[src/rtl/pmr_pkg.sv]
// Shared helpers for the pseudo-Mersenne reducer: per-fold widths, the modulus
// and the worst-case last-fold value used to prove one correction is enough.
package pmr_pkg;

    localparam int PMR_IN_W  = 70;
    localparam int PMR_K     = 24;
    localparam int PMR_C     = 63;
    localparam int PMR_FOLDS = 4;
    localparam int PMR_TAG_W = 4;
    localparam int OUT_W     = PMR_K;

    localparam int CALC_W = 128;
    typedef logic [CALC_W-1:0] pmr_calc_t;

    // Width of the value entering fold i (i = 0 is the raw input).
    function automatic int pmr_stage_w(input int i, input int in_w, input int k, input int c);
        int w;
        int hi_w;
        w = in_w;
        for (int s = 0; s < i; s++) begin
            hi_w = w - k + $clog2(c + 1);
            w    = ((hi_w > k) ? hi_w : k) + 1;
        end
        return w;
    endfunction

    function automatic pmr_calc_t pmr_modulus(input int k, input int c);
        return (pmr_calc_t'(1) << k) - pmr_calc_t'(c);
    endfunction

    // Treats low and high halves as independently maximal, so it over-estimates.
    function automatic pmr_calc_t pmr_fold_bound(input int in_w, input int k, input int c,
                                                 input int folds);
        pmr_calc_t m;
        pmr_calc_t lo_max;
        pmr_calc_t lo;
        pmr_calc_t hi;
        m      = (pmr_calc_t'(1) << in_w) - pmr_calc_t'(1);
        lo_max = (pmr_calc_t'(1) << k) - pmr_calc_t'(1);
        for (int s = 0; s < folds; s++) begin
            lo = (m < lo_max) ? m : lo_max;
            hi = m >> k;
            m  = lo + pmr_calc_t'(c) * hi;
        end
        return m;
    endfunction

endpackage

[src/rtl/pmr_fold_stage.sv]
// One fold v' = v[K-1:0] + C*v[W_IN-1:K] with its valid/data register and
// ready logic. Tag sideband exists only when PMR_TAG_EN is defined.
module pmr_fold_stage
    import pmr_pkg::*;
#(
    parameter int K     = OUT_W,
    parameter int C     = PMR_C,
    parameter int W_IN  = PMR_IN_W,
    parameter int W_OUT = pmr_stage_w(1, W_IN, K, C)
`ifdef PMR_TAG_EN
    , parameter int TAG_W = PMR_TAG_W
`endif
) (
    input  logic             clk,
    input  logic             rst_n,
    input  logic             i_valid,
    output logic             o_ready,
    input  logic [W_IN-1:0]  i_data,
    output logic             o_valid,
    input  logic             i_ready,
    output logic [W_OUT-1:0] o_data
`ifdef PMR_TAG_EN
    , input  logic [TAG_W-1:0] i_tag
    , output logic [TAG_W-1:0] o_tag
`endif
);

    logic             r_valid;
    logic [W_OUT-1:0] r_data;
    logic [W_OUT-1:0] w_fold;

    // W_OUT is sized so this sum can never overflow.
    assign w_fold  = W_OUT'(i_data[K-1:0]) + W_OUT'(C) * W_OUT'(i_data[W_IN-1:K]);
    assign o_ready = !r_valid || i_ready;
    assign o_valid = r_valid;
    assign o_data  = r_data;

    always_ff @(posedge clk) begin
        if (!rst_n) begin
            r_valid <= 1'b0;
            r_data  <= '0;
        end else if (o_ready) begin
            r_valid <= i_valid;
            if (i_valid) begin
                r_data <= w_fold;
            end
        end
    end

`ifdef PMR_TAG_EN
    logic [TAG_W-1:0] r_tag;
    assign o_tag = r_tag;

    always_ff @(posedge clk) begin
        if (!rst_n) begin
            r_tag <= '0;
        end else if (o_ready && i_valid) begin
            r_tag <= i_tag;
        end
    end
`endif

endmodule

[src/rtl/pmr_reduce_pipe.sv]
// Pipelined reducer mod p = 2^K - C: FOLDS handshaked fold stages then one
// conditional-subtract stage. Define PMR_TAG_EN to carry a tag with each word.
module pmr_reduce_pipe
    import pmr_pkg::*;
#(
    parameter int IN_W  = PMR_IN_W,
    parameter int K     = OUT_W,
    parameter int C     = PMR_C,
    parameter int FOLDS = PMR_FOLDS,
    parameter int TAG_W = PMR_TAG_W
) (
    input  logic            clk,
    input  logic            rst_n,
    input  logic            in_valid,
    output logic            in_ready,
    input  logic [IN_W-1:0] in_data,
    output logic            out_valid,
    input  logic            out_ready,
    output logic [K-1:0]    out_res
`ifdef PMR_TAG_EN
    , input  logic [TAG_W-1:0] in_tag
    , output logic [TAG_W-1:0] out_tag
`endif
);

    localparam int            WF  = pmr_stage_w(FOLDS, IN_W, K, C);
    localparam logic [WF-1:0] P_F = WF'(pmr_modulus(K, C));

    if (FOLDS < 1 || IN_W <= K || C < 1 || C >= (1 << (K - 1)) || TAG_W < 1) begin : g_bad_param
        $fatal(1, "pmr_reduce_pipe: illegal parameter combination");
    end

    // A single conditional subtract only canonicalises values below 2p.
    if (pmr_fold_bound(IN_W, K, C, FOLDS) >= (pmr_modulus(K, C) << 1)) begin : g_bad_bound
        $fatal(1, "pmr_reduce_pipe: FOLDS too small, last fold may reach 2p");
    end

    logic          w_corr_ready;
    logic          w_vf_valid;
    logic [WF-1:0] w_vf;
    logic [K-1:0]  w_corr;
    logic          r_out_valid;
    logic [K-1:0]  r_out_res;

    genvar gi;
    for (gi = 0; gi < FOLDS; gi++) begin : g_fold
        localparam int WI = pmr_stage_w(gi, IN_W, K, C);
        localparam int WO = pmr_stage_w(gi + 1, IN_W, K, C);

        logic          w_up_valid;
        logic          w_up_ready;
        logic [WI-1:0] w_d_in;
        logic          w_dn_valid;
        logic          w_dn_ready;
        logic [WO-1:0] w_d_out;
`ifdef PMR_TAG_EN
        logic [TAG_W-1:0] w_tag_in;
        logic [TAG_W-1:0] w_tag_out;
`endif

        if (gi == 0) begin : g_src
            assign w_up_valid = in_valid;
            assign w_d_in     = in_data;
`ifdef PMR_TAG_EN
            assign w_tag_in   = in_tag;
`endif
        end else begin : g_src
            assign w_up_valid = g_fold[gi-1].w_dn_valid;
            assign w_d_in     = g_fold[gi-1].w_d_out;
`ifdef PMR_TAG_EN
            assign w_tag_in   = g_fold[gi-1].w_tag_out;
`endif
        end

        if (gi == FOLDS - 1) begin : g_sink
            assign w_dn_ready = w_corr_ready;
        end else begin : g_sink
            assign w_dn_ready = g_fold[gi+1].w_up_ready;
        end

        pmr_fold_stage #(
            .K     (K),
            .C     (C),
            .W_IN  (WI),
            .W_OUT (WO)
`ifdef PMR_TAG_EN
            , .TAG_W (TAG_W)
`endif
        ) u_stage (
            .clk     (clk),
            .rst_n   (rst_n),
            .i_valid (w_up_valid),
            .o_ready (w_up_ready),
            .i_data  (w_d_in),
            .o_valid (w_dn_valid),
            .i_ready (w_dn_ready),
            .o_data  (w_d_out)
`ifdef PMR_TAG_EN
            , .i_tag (w_tag_in)
            , .o_tag (w_tag_out)
`endif
        );
    end

    assign in_ready   = g_fold[0].w_up_ready;
    assign w_vf_valid = g_fold[FOLDS-1].w_dn_valid;
    assign w_vf       = g_fold[FOLDS-1].w_d_out;

    assign w_corr       = (w_vf >= P_F) ? K'(w_vf - P_F) : K'(w_vf);
    assign w_corr_ready = !r_out_valid || out_ready;
    assign out_valid    = r_out_valid;
    assign out_res      = r_out_res;

    always_ff @(posedge clk) begin
        if (!rst_n) begin
            r_out_valid <= 1'b0;
            r_out_res   <= '0;
        end else if (w_corr_ready) begin
            r_out_valid <= w_vf_valid;
            if (w_vf_valid) begin
                r_out_res <= w_corr;
            end
        end
    end

`ifdef PMR_TAG_EN
    logic [TAG_W-1:0] r_out_tag;
    assign out_tag = r_out_tag;

    always_ff @(posedge clk) begin
        if (!rst_n) begin
            r_out_tag <= '0;
        end else if (w_corr_ready && w_vf_valid) begin
            r_out_tag <= g_fold[FOLDS-1].w_tag_out;
        end
    end
`endif

endmodule

[config.mk]
export PLATFORM = sky130hd
export DESIGN_NAME = pmr_reduce_pipe
export DESIGN_NICKNAME = d
export VERILOG_FILES = /design/src/rtl/pmr_pkg.sv /design/src/rtl/pmr_fold_stage.sv /design/src/rtl/pmr_reduce_pipe.sv
export SDC_FILE = /design/constraint.sdc
export NUM_CORES = 1
export LEC_CHECK = 0
export CAP_MARGIN = 30
export CORE_MARGIN = 5
export CORE_UTILIZATION = 40
export CTS_CLUSTER_SIZE = 25
export DETAILED_ROUTE_END_ITERATION = 8
export GPL_TIMING_DRIVEN = 0
export RECOVER_POWER = 25
export SLEW_MARGIN = 20
export SYNTH_ARGS = -nofsm -noshare
export SYNTH_HDL_FRONTEND = slang
export SYNTH_HIERARCHICAL = 1
export SYNTH_SLANG_ARGS = --single-unit
[constraint.sdc]
create_clock -name clk -period 6.1 [get_ports clk]
set_input_delay 0.915 -clock clk [delete_from_list [all_inputs] [get_ports clk]]
set_output_delay 0.915 -clock clk [all_outputs]
set_load 0.01 [all_outputs]
# [Yosys cells after proc, flatten, opt, wreduce, memory -nomap -nowiden]
# Index checks and enable logic that the tools add are counted.
# W data, S select, Z words.
[word_totals] register_bits=168 inputBits=74 output_inout_bits=26 elab_cells=36
[classes] n_addsub=5 n_mul=4 order_cmp=1 n_mux=1 reduce_logical=15
[ops] op="$add A24 B52 Y53" count=1
[ops] op="$mul A6 B46 Y52 const A" count=1
[ops] op="$add A24 B35 Y36" count=1
[ops] op="$mul A6 B29 Y35 const A" count=1
[ops] op="$add A24 B18 Y25" count=1
[ops] op="$add A24 B7 Y25" count=1
[ops] op="$ge A25 B24 Y1 const B" count=1
[ops] op="$mux W24" count=1
[ops] op="$sub A24 B24 Y24 const B" count=1
[ops] op="$mul A6 B12 Y18 const A" count=1
[ops] op="$reduce_and A2 Y1" count=5
[ops] op="$mul A6 B1 Y7 const A" count=1
[ops] op="$logic_not A1 Y1" count=5
[ops] op="$logic_or A1 B1 Y1" count=5

# [Depth between registers and ports, before layout]
[logic_depth] ltp_word=7 depth_mapped=20 ltp_nobuf=19

# [Hierarchy]
# The synthesis kept the hierarchy.
[modules_own_cells] mod="pmr_fold_stage at g_fold[0].u_stage" n_inst=1 cells_per_inst=1053 area_per_inst_um2=9238.9 seq_area_each_um2=1081.0
[modules_own_cells] mod="pmr_fold_stage at g_fold[1].u_stage" n_inst=1 cells_per_inst=691 area_per_inst_um2=6132.1 seq_area_each_um2=740.7
[modules_own_cells] mod="pmr_fold_stage at g_fold[2].u_stage" n_inst=1 cells_per_inst=412 area_per_inst_um2=3464.6 seq_area_each_um2=520.5
[modules_own_cells] mod="pmr_fold_stage at g_fold[3].u_stage" n_inst=1 cells_per_inst=214 area_per_inst_um2=1711.6 seq_area_each_um2=520.5
[modules_own_cells] mod="pmr_reduce_pipe" n_inst=1 cells_per_inst=190 area_per_inst_um2=1487.7 seq_area_each_um2=500.5

# [Worst setup path before layout]
# OpenSTA, ideal clock, no wires.
[synth_path] path_type="in2reg" from="in in_data[37]" to="reg g_fold[0].u_stage.r_data[46]" setup_time_ns=0.062 t_arrival_ns=5.423 required_time_ns=6.038 slack_ns=0.615 stages=20 path_buffers=1 path_cell_list="inv_1 > fa_1 > inv_1 > fa_1 > inv_1 > fa_1 > fa_1 > inv_1 > ha_1 > clkbuf_1 > a21oi_1 > o21bai_1 > nor2_1 > o31ai_4 > o2111ai_2 > a21oi_2 > a31o_2 > a31oi_1 > or4b_1 > nand3_1"
[synth_between] elab_chain_cells=2
[synth_rtl] item="start: declaration" line_no="pmr_reduce_pipe.sv:16" text="input logic [IN_W-1:0] in_data,"
[synth_rtl] item="$mul A6 B46 Y52" line_no="pmr_fold_stage.sv:33" text="assign w_fold = W_OUT'(i_data[K-1:0]) + W_OUT'(C) * W_OUT'(i_data[W_IN-1:K]);"
[synth_rtl] item="$add A24 B52 Y53" line_no="pmr_fold_stage.sv:33"
[synth_rtl] item="end signal: assignment" line_no="pmr_fold_stage.sv:45" text="r_data <= w_fold;"
[synth_rtl] item="end: declaration" line_no="pmr_fold_stage.sv:29" text="logic [W_OUT-1:0] r_data;"
# Every way passes these cells.
# A chain may end at the register's enable or synchronous reset.

# [Worst setup path in the final report]
[layout_path] from="in in_data[43]" to="reg g_fold[0].u_stage.r_data[46]"
# Same word-level chain as after synthesis.

==> results.cfg <==
[global_routing]
grt_pass1_wl_mm = 90.89
antenna_found_initial = 0
grt_pass1_vias = 18310
grt_max_degree = 22
grt-ovfl-total = 0
track_usage_pct = 18.12

[setup_path]
crit_path_start_kind = primary input
path_cells = clkdlybuf4s50_1 -> fa_2 -> fa_1 -> inv_1 -> fa_1 -> inv_1 -> fa_1 -> ha_1 -> buf_4 -> nand2_1 -> or3_4 -> o31ai_4 -> o2111ai_4 -> a21oi_2 -> a31o_2 -> a31oi_1 -> or4b_1 -> nand3_1
timing.rr.start = g_fold[0].u_stage/o_data[27]$_SDFFE_PN0P_
cpMostUsedCell = fa_1
crit_required_ns = 6.49
reg2reg_slack_ns = 1.00
regToRegEndpoint = g_fold[1].u_stage/o_data[24]$_SDFFE_PN0P_
reg2reg_depth = 17
critPathArrivalTime_ns = 6.24
path_class = primary input to flip-flop
max_stage_delay_ns = 0.60
endpoint_kind = flip-flop
cp_slowest_cell = clkdlybuf4s50_1
path_max_fanout = 8

[placed_design]
port-buffer-count = 99
dp_hpwl_mm = 45.51
placed_area_mm2 = 0.02390
gp_congestion = 0.8916

[sta]
tightest_slew_ns = 1.570
slew_violations = 22
fmax_mhz = 170.8
min_period_over_period_pct = 95.98
slew-limit-headroom_pct = -4.665
finalClockSkew_ns = 0.01734
hold_viol_final = 0
tns_ns = 0
fin_crit_ns = 5.855
setup_violations = 0

[synthesis]
synth-simple-area-share_pct = 14.29
ys.flop_type = dfxtp_1
synth_area_leaders = fa_1 (27%), dfxtp_1 (15%), ha_1 (11%)
synth.cell_area_mm2 = 0.02203
synth.top_cell.area_share_pct = 27.07
synth_cells = 2560
synth.largest_area_cell = fa_1
synth-seq-area-share_pct = 15.26
synthMuxAreaShare_pct = 0.1363
ys_types = 97
ys_warn_count = 6
synth_top_family_by_area = adder cells
synthXorXnorAreaFrac_pct = 4.094
synth_compound_area_share_pct = 17.40
ys_seq_elements = 168
synth-edff-count = 0
synthArstFlopShare_pct = 0
synth_nets = 3134
synthAdderAreaFrac_pct = 38.54
syn_avg_cell_area_um2 = 8.607

[floorplan]
fp-row-count = 86
die_x_um = 244.7
core_mm2 = 0.05488
dieArea_mm2 = 0.05988
start_util_pct = 40.15
io_pins = 100
die_y_um = 244.7

[min_path]
holdPathStages = 2
min_path_type = flip-flop to flip-flop
worstHoldStart = g_fold[3].u_stage/o_data[24]$_SDFFE_PN0P_
min_to = g_fold[3].u_stage/o_data[24]$_SDFFE_PN0P_

[cts]
htreeDepth = 4
clk_pin_slew_worst_paths_ns = 0.08
cts_tree = done
cts_sinks = 168
cts_root_buf = clkbuf_16
numCtsBuffers = 17
cts_buffer_depth = 2
clk_latency_ns = 0.46

[cells_and_area]
fin_area_mm2 = 0.02461
fin_nets = 3254
most-common-layout-cells = inv_1 (501), fa_1 (296), nand2_1 (208)
final_common_cell = inv_1
flow.area_growth_from_synthesis_pct = 11.67
diodes = 0
drive_gt1_share_pct = 4.642

[run_status]
status = finished with violations
violations = max-capacitance violations, max-slew violations

[route]
ant_nets = 0
wl_per_cell_um = 15.67
drt_iter0_markers = 839
drtPass1Iterations = 4
drc_errors = 0
wl_mm = 53.24
via_per_inst = 5.142
vias = 17470

[job]
maxCapViolCount = 1
## cells in the mapped netlist (42+ instances only)
cell and count:
a21o_1 51, a21oi_1 158, and2_1 42, clkbuf_1 63, dfxtp_1 168, fa_1 298
ha_1 202, inv_1 501, nand2_1 208, nand3_1 68, nand4_1 42, nor2_1 90
o21ai_0 159, xnor2_1 72
## layer usage
metal | vias up | wire, um | share of wire (%) | global-route usage, %
met1 | 8482 | 24320 | 46 | 24.00
met4 | 0 | 891 | 1.7 | 3.795
met2 | 216 | 26920 | 51 | 32.25
met5 | - | 0 | 0 | 0
li1 | 8709 | - | - | -
met3 | 59 | 1108 | 2.1 | 1.916
## worst max-delay path: cells and delay by family
family	cells	cell delay, ns
buffers and inverters	4	0.86
AOI/OAI and AO/OA	5	0.99
adders and majority gates	5	2.35
and+or+nand+nor	4	1.13
## layout make-up
class	instances	area, um2
Sequential cell	168	3363
Multi-Input combinational cell	1803	16490
Fill cell	5395	30270
Clock inverter	14	153.9
Tap cell	704	880.8
Inverter	504	1892
Clock buffer	18	439.2
Timing Repair Buffer	103	1020
Buffer	83	364.1
## stage by stage
stage | setup WS (ns) | cells | util, % | hold slack (ns)
floorplan | 0.6153 | 2560 | - | 0.4250
global placement | -0.5693 | 3363 | 43.56 | 0.4428
detailed placement | -0.5817 | 3363 | 43.55 | 0.4472
CTS | 0.01189 | 3395 | 44.65 | 0.4593
global route | -0.02390 | 3397 | 44.84 | 0.4804
finish | 0.2452 | 3397 | 44.84 | 0.4544
## how the worst max path moves through the flow
stage | slack [ns] | endpoint | depth (start not counted) | from
after floorplan | 0.62 | g_fold[0].u_stage/o_data[46]$_SDFFE_PN0P_ | 20 | in_data[37]
after global placement | -0.57 | g_fold[0].u_stage/o_data[37]$_SDFFE_PN0P_ | 21 | in_data[36]
after detailed placement | -0.58 | g_fold[0].u_stage/o_data[37]$_SDFFE_PN0P_ | 19 | in_data[27]
after CTS | 0.01 | g_fold[0].u_stage/o_data[50]$_SDFFE_PN0P_ | 19 | in_data[27]
after global routing | -0.02 | g_fold[0].u_stage/o_data[46]$_SDFFE_PN0P_ | 19 | in_data[32]
final | 0.25 | g_fold[0].u_stage/o_data[46]$_SDFFE_PN0P_ | 18 | in_data[43]
## what timing repair did
action	CTS	global route
buffers inserted	0	4
hold buffers	0	0
pin swaps	0	4
gates resized for setup	2	21
endpoints found under the setup margin	1	12
## kinds of logic (layout without fill, tap and decap cells)
group	after synthesis	in the layout
AND/OR/NAND/NOR	611	611
buffers and inverters	589	722
AO/OA/AOI/OAI	586	586
adder cells (fa/ha/maj)	500	500
flip-flops	168	168
XOR/XNOR	103	103
multiplexers	3	3
## state kept, by name, indices dropped and copies added, names as in the netlist
name                    cells
out_valid                   1
g_fold.u_stage/o_valid      4
out_res                    24
g_fold.u_stage/o_data     139
Power is left out: the tool's default activity adds up to more than one toggle a clock period on the data nets, which glitch-free logic cannot reach.
==> RTL change, RTL diff (same settings) <==
Add a define of `PMR_TAG_EN`.
--- a/src/rtl/pmr_fold_stage.sv
+++ b/src/rtl/pmr_fold_stage.sv
@@ -1,5 +1,7 @@
 // One fold v' = v[K-1:0] + C*v[W_IN-1:K] with its valid/data register and
 // ready logic. Tag sideband exists only when PMR_TAG_EN is defined.
+`define PMR_TAG_EN
+
 module pmr_fold_stage
     import pmr_pkg::*;
 #(
Interface: changed (added in_tag and out_tag); port bits go from 100 to 108. No check against the original RTL was run, so the function may have changed too.
==> RTL change against the unedited design <==
  * The flow still finishes with violations (capacitance limit, slew limit)
  * Wire length grew 3.4%
  * Setup slack got worse by 0.063 ns
  * Cell area increased by 3.5%
  * Area after synthesis up 3.0%
  * Sequential cell count up 20
  * First-iteration DRC count increased by 4.2%
  * Via count increased by 4.9%
Power is not shown: default switching activity piles up to over one toggle a cycle in this logic, so the estimate is an artifact.
==> RTL change: results (changes against the unedited design) <==
* Number of cells on the worst reg-to-reg path: 16 (-1)
- Number of distinct library cells after synthesis: 100 (+3.1%)
* CP max-delay cell: sky130_fd_sc_hd__fa_1
- Total number of vias: 18329 (+4.9%)
* Slowest cell delay on critical path: 0.56 ns (-0.04 ns)
- After synthesis, the most frequently instantiated cells are sky130_fd_sc_hd__inv_1 (503), sky130_fd_sc_hd__fa_1 (300), sky130_fd_sc_hd__nand2_1 (258), sky130_fd_sc_hd__ha_1 (199), sky130_fd_sc_hd__dfxtp_1 (188).
* Max-cap violations: 1 (unchanged)
- The sequential cell count was 188 (+12%).
- The worst setup slack for register-to-register paths was 1.04 ns (+0.04 ns).
* Post-detailed-routing wire length: 55.1 mm (+3.4%)
* Inverters excl. clock: 506 (+0.40%)
* Number of global-route vias before repair: 18882 (+3.1%)
* Non-clock buffer contribution to total cell area: 0.0590 (+0.00279)
- The synthesized area divided by synthesized cell count is 8.55 um2 (-0.64%).
* Nets@finish: 3361 (+3.3%)
* Top-area cell type share of the netlist area: 0.265 (-0.00613)
- Relative area of clock buffers and inverters in the final design: 0.0254 (+0.00134)
- Number of gates resized after cts: 1 (-1)
* Area added between synthesis and finish: 12.3%
- The critical path ends at g_fold[0].u_stage/o_data[52]$_SDFFE_PN0P_.
* Mux cell area share after synthesis: 0.00270 (+0.00134)
* Violated checks: capacitance limit, slew limit
- In this run the critical register-to-register path is captured at g_fold[1].u_stage/o_data[33]$_SDFFE_PN0P_.
- The maximum number of pins on one net before global-route repair came to 27 (+23%).
- The floorplan die area came to 61600 um2 (+2.9%).
- The total placed cells including tap cells was 3518 (+4.6%).
* Global-route wire length before repair: 93.2 mm (+2.6%)
- Tightest Pin Transition: 1.61 ns (+0.0379 ns)
- Worst hold slack: 0.454 ns (+0.0000720 ns)
* Reg-to-reg critical path startpoint: g_fold[0].u_stage/o_data[28]$_SDFFE_PN0P_
* Worst setup path startpoint: in_data[27]
- Endpoint with the worst hold slack: g_fold[1].u_stage/o_tag[3]$_SDFFE_PN0P_
- The share of cells above drive strength 1 came to 0.0383 (-0.00816).
* Clock-pin slew of the registers on the worst-case setup and hold paths: 0.10 ns (+0.02 ns)
- The count of filler cells inserted in the layout was 5575 (+3.3%).
- The ratio of routed vias to standard cells is 5.16 (+0.33%).
- The post-placement cell area came to 24700 um2 (+3.5%).
- Synthesized-area fraction occupied by ao, oa, aoi and oai cells: 0.180 (+0.00617)
- Net count of the mapped netlist: 3231 (+3.1%)
- Arrival time of the worst setup path: 6.26 ns (+0.02 ns)
- The fraction of synthesized cell area in xor and xnor cells is 0.0374 (-0.00351).
- The overall fraction of global-route tracks in use came to 0.182 (+0.000342).
- Count of final max-slew check failures: 27 (+23%)
- The flow ran to the end, but the final reports show violations.
* Clock buffer count: 17 (-1)
* Post-CTS Setup Inserts: 2 (+2)
* Cell types occupying the most area after synthesis: sky130_fd_sc_hd__fa_1 (26%), sky130_fd_sc_hd__dfxtp_1 (17%), sky130_fd_sc_hd__ha_1 (11%), sky130_fd_sc_hd__inv_1 (8.3%), sky130_fd_sc_hd__nand2_1 (4.3%)
[RTL change: cell count changes after synthesis, moves of 9 or more]
| cell | delta |
|---|---|
| sky130_fd_sc_hd__o21bai_1 | -10 |
| sky130_fd_sc_hd__o21ai_1 | +12 |
| sky130_fd_sc_hd__xor2_1 | +14 |
| sky130_fd_sc_hd__xnor2_1 | -20 |
| sky130_fd_sc_hd__nor2b_1 | -12 |
| sky130_fd_sc_hd__clkbuf_1 | +15 |
| sky130_fd_sc_hd__a21oi_1 | +21 |
| sky130_fd_sc_hd__o21ai_0 | -12 |
| sky130_fd_sc_hd__a31oi_1 | +15 |
| sky130_fd_sc_hd__a21o_1 | +9 |
| sky130_fd_sc_hd__nand2_1 | +50 |
| sky130_fd_sc_hd__dfxtp_1 | +20 |
[RTL change: routing by layer]
metal  GRT usage  up-vias  part of all wire
met4      0.0409        0             0.019
met1       0.238     8858              0.45
met5           0        -                 0
met2       0.326      315              0.50
li1            -     9087                 -
met3      0.0171       69             0.025
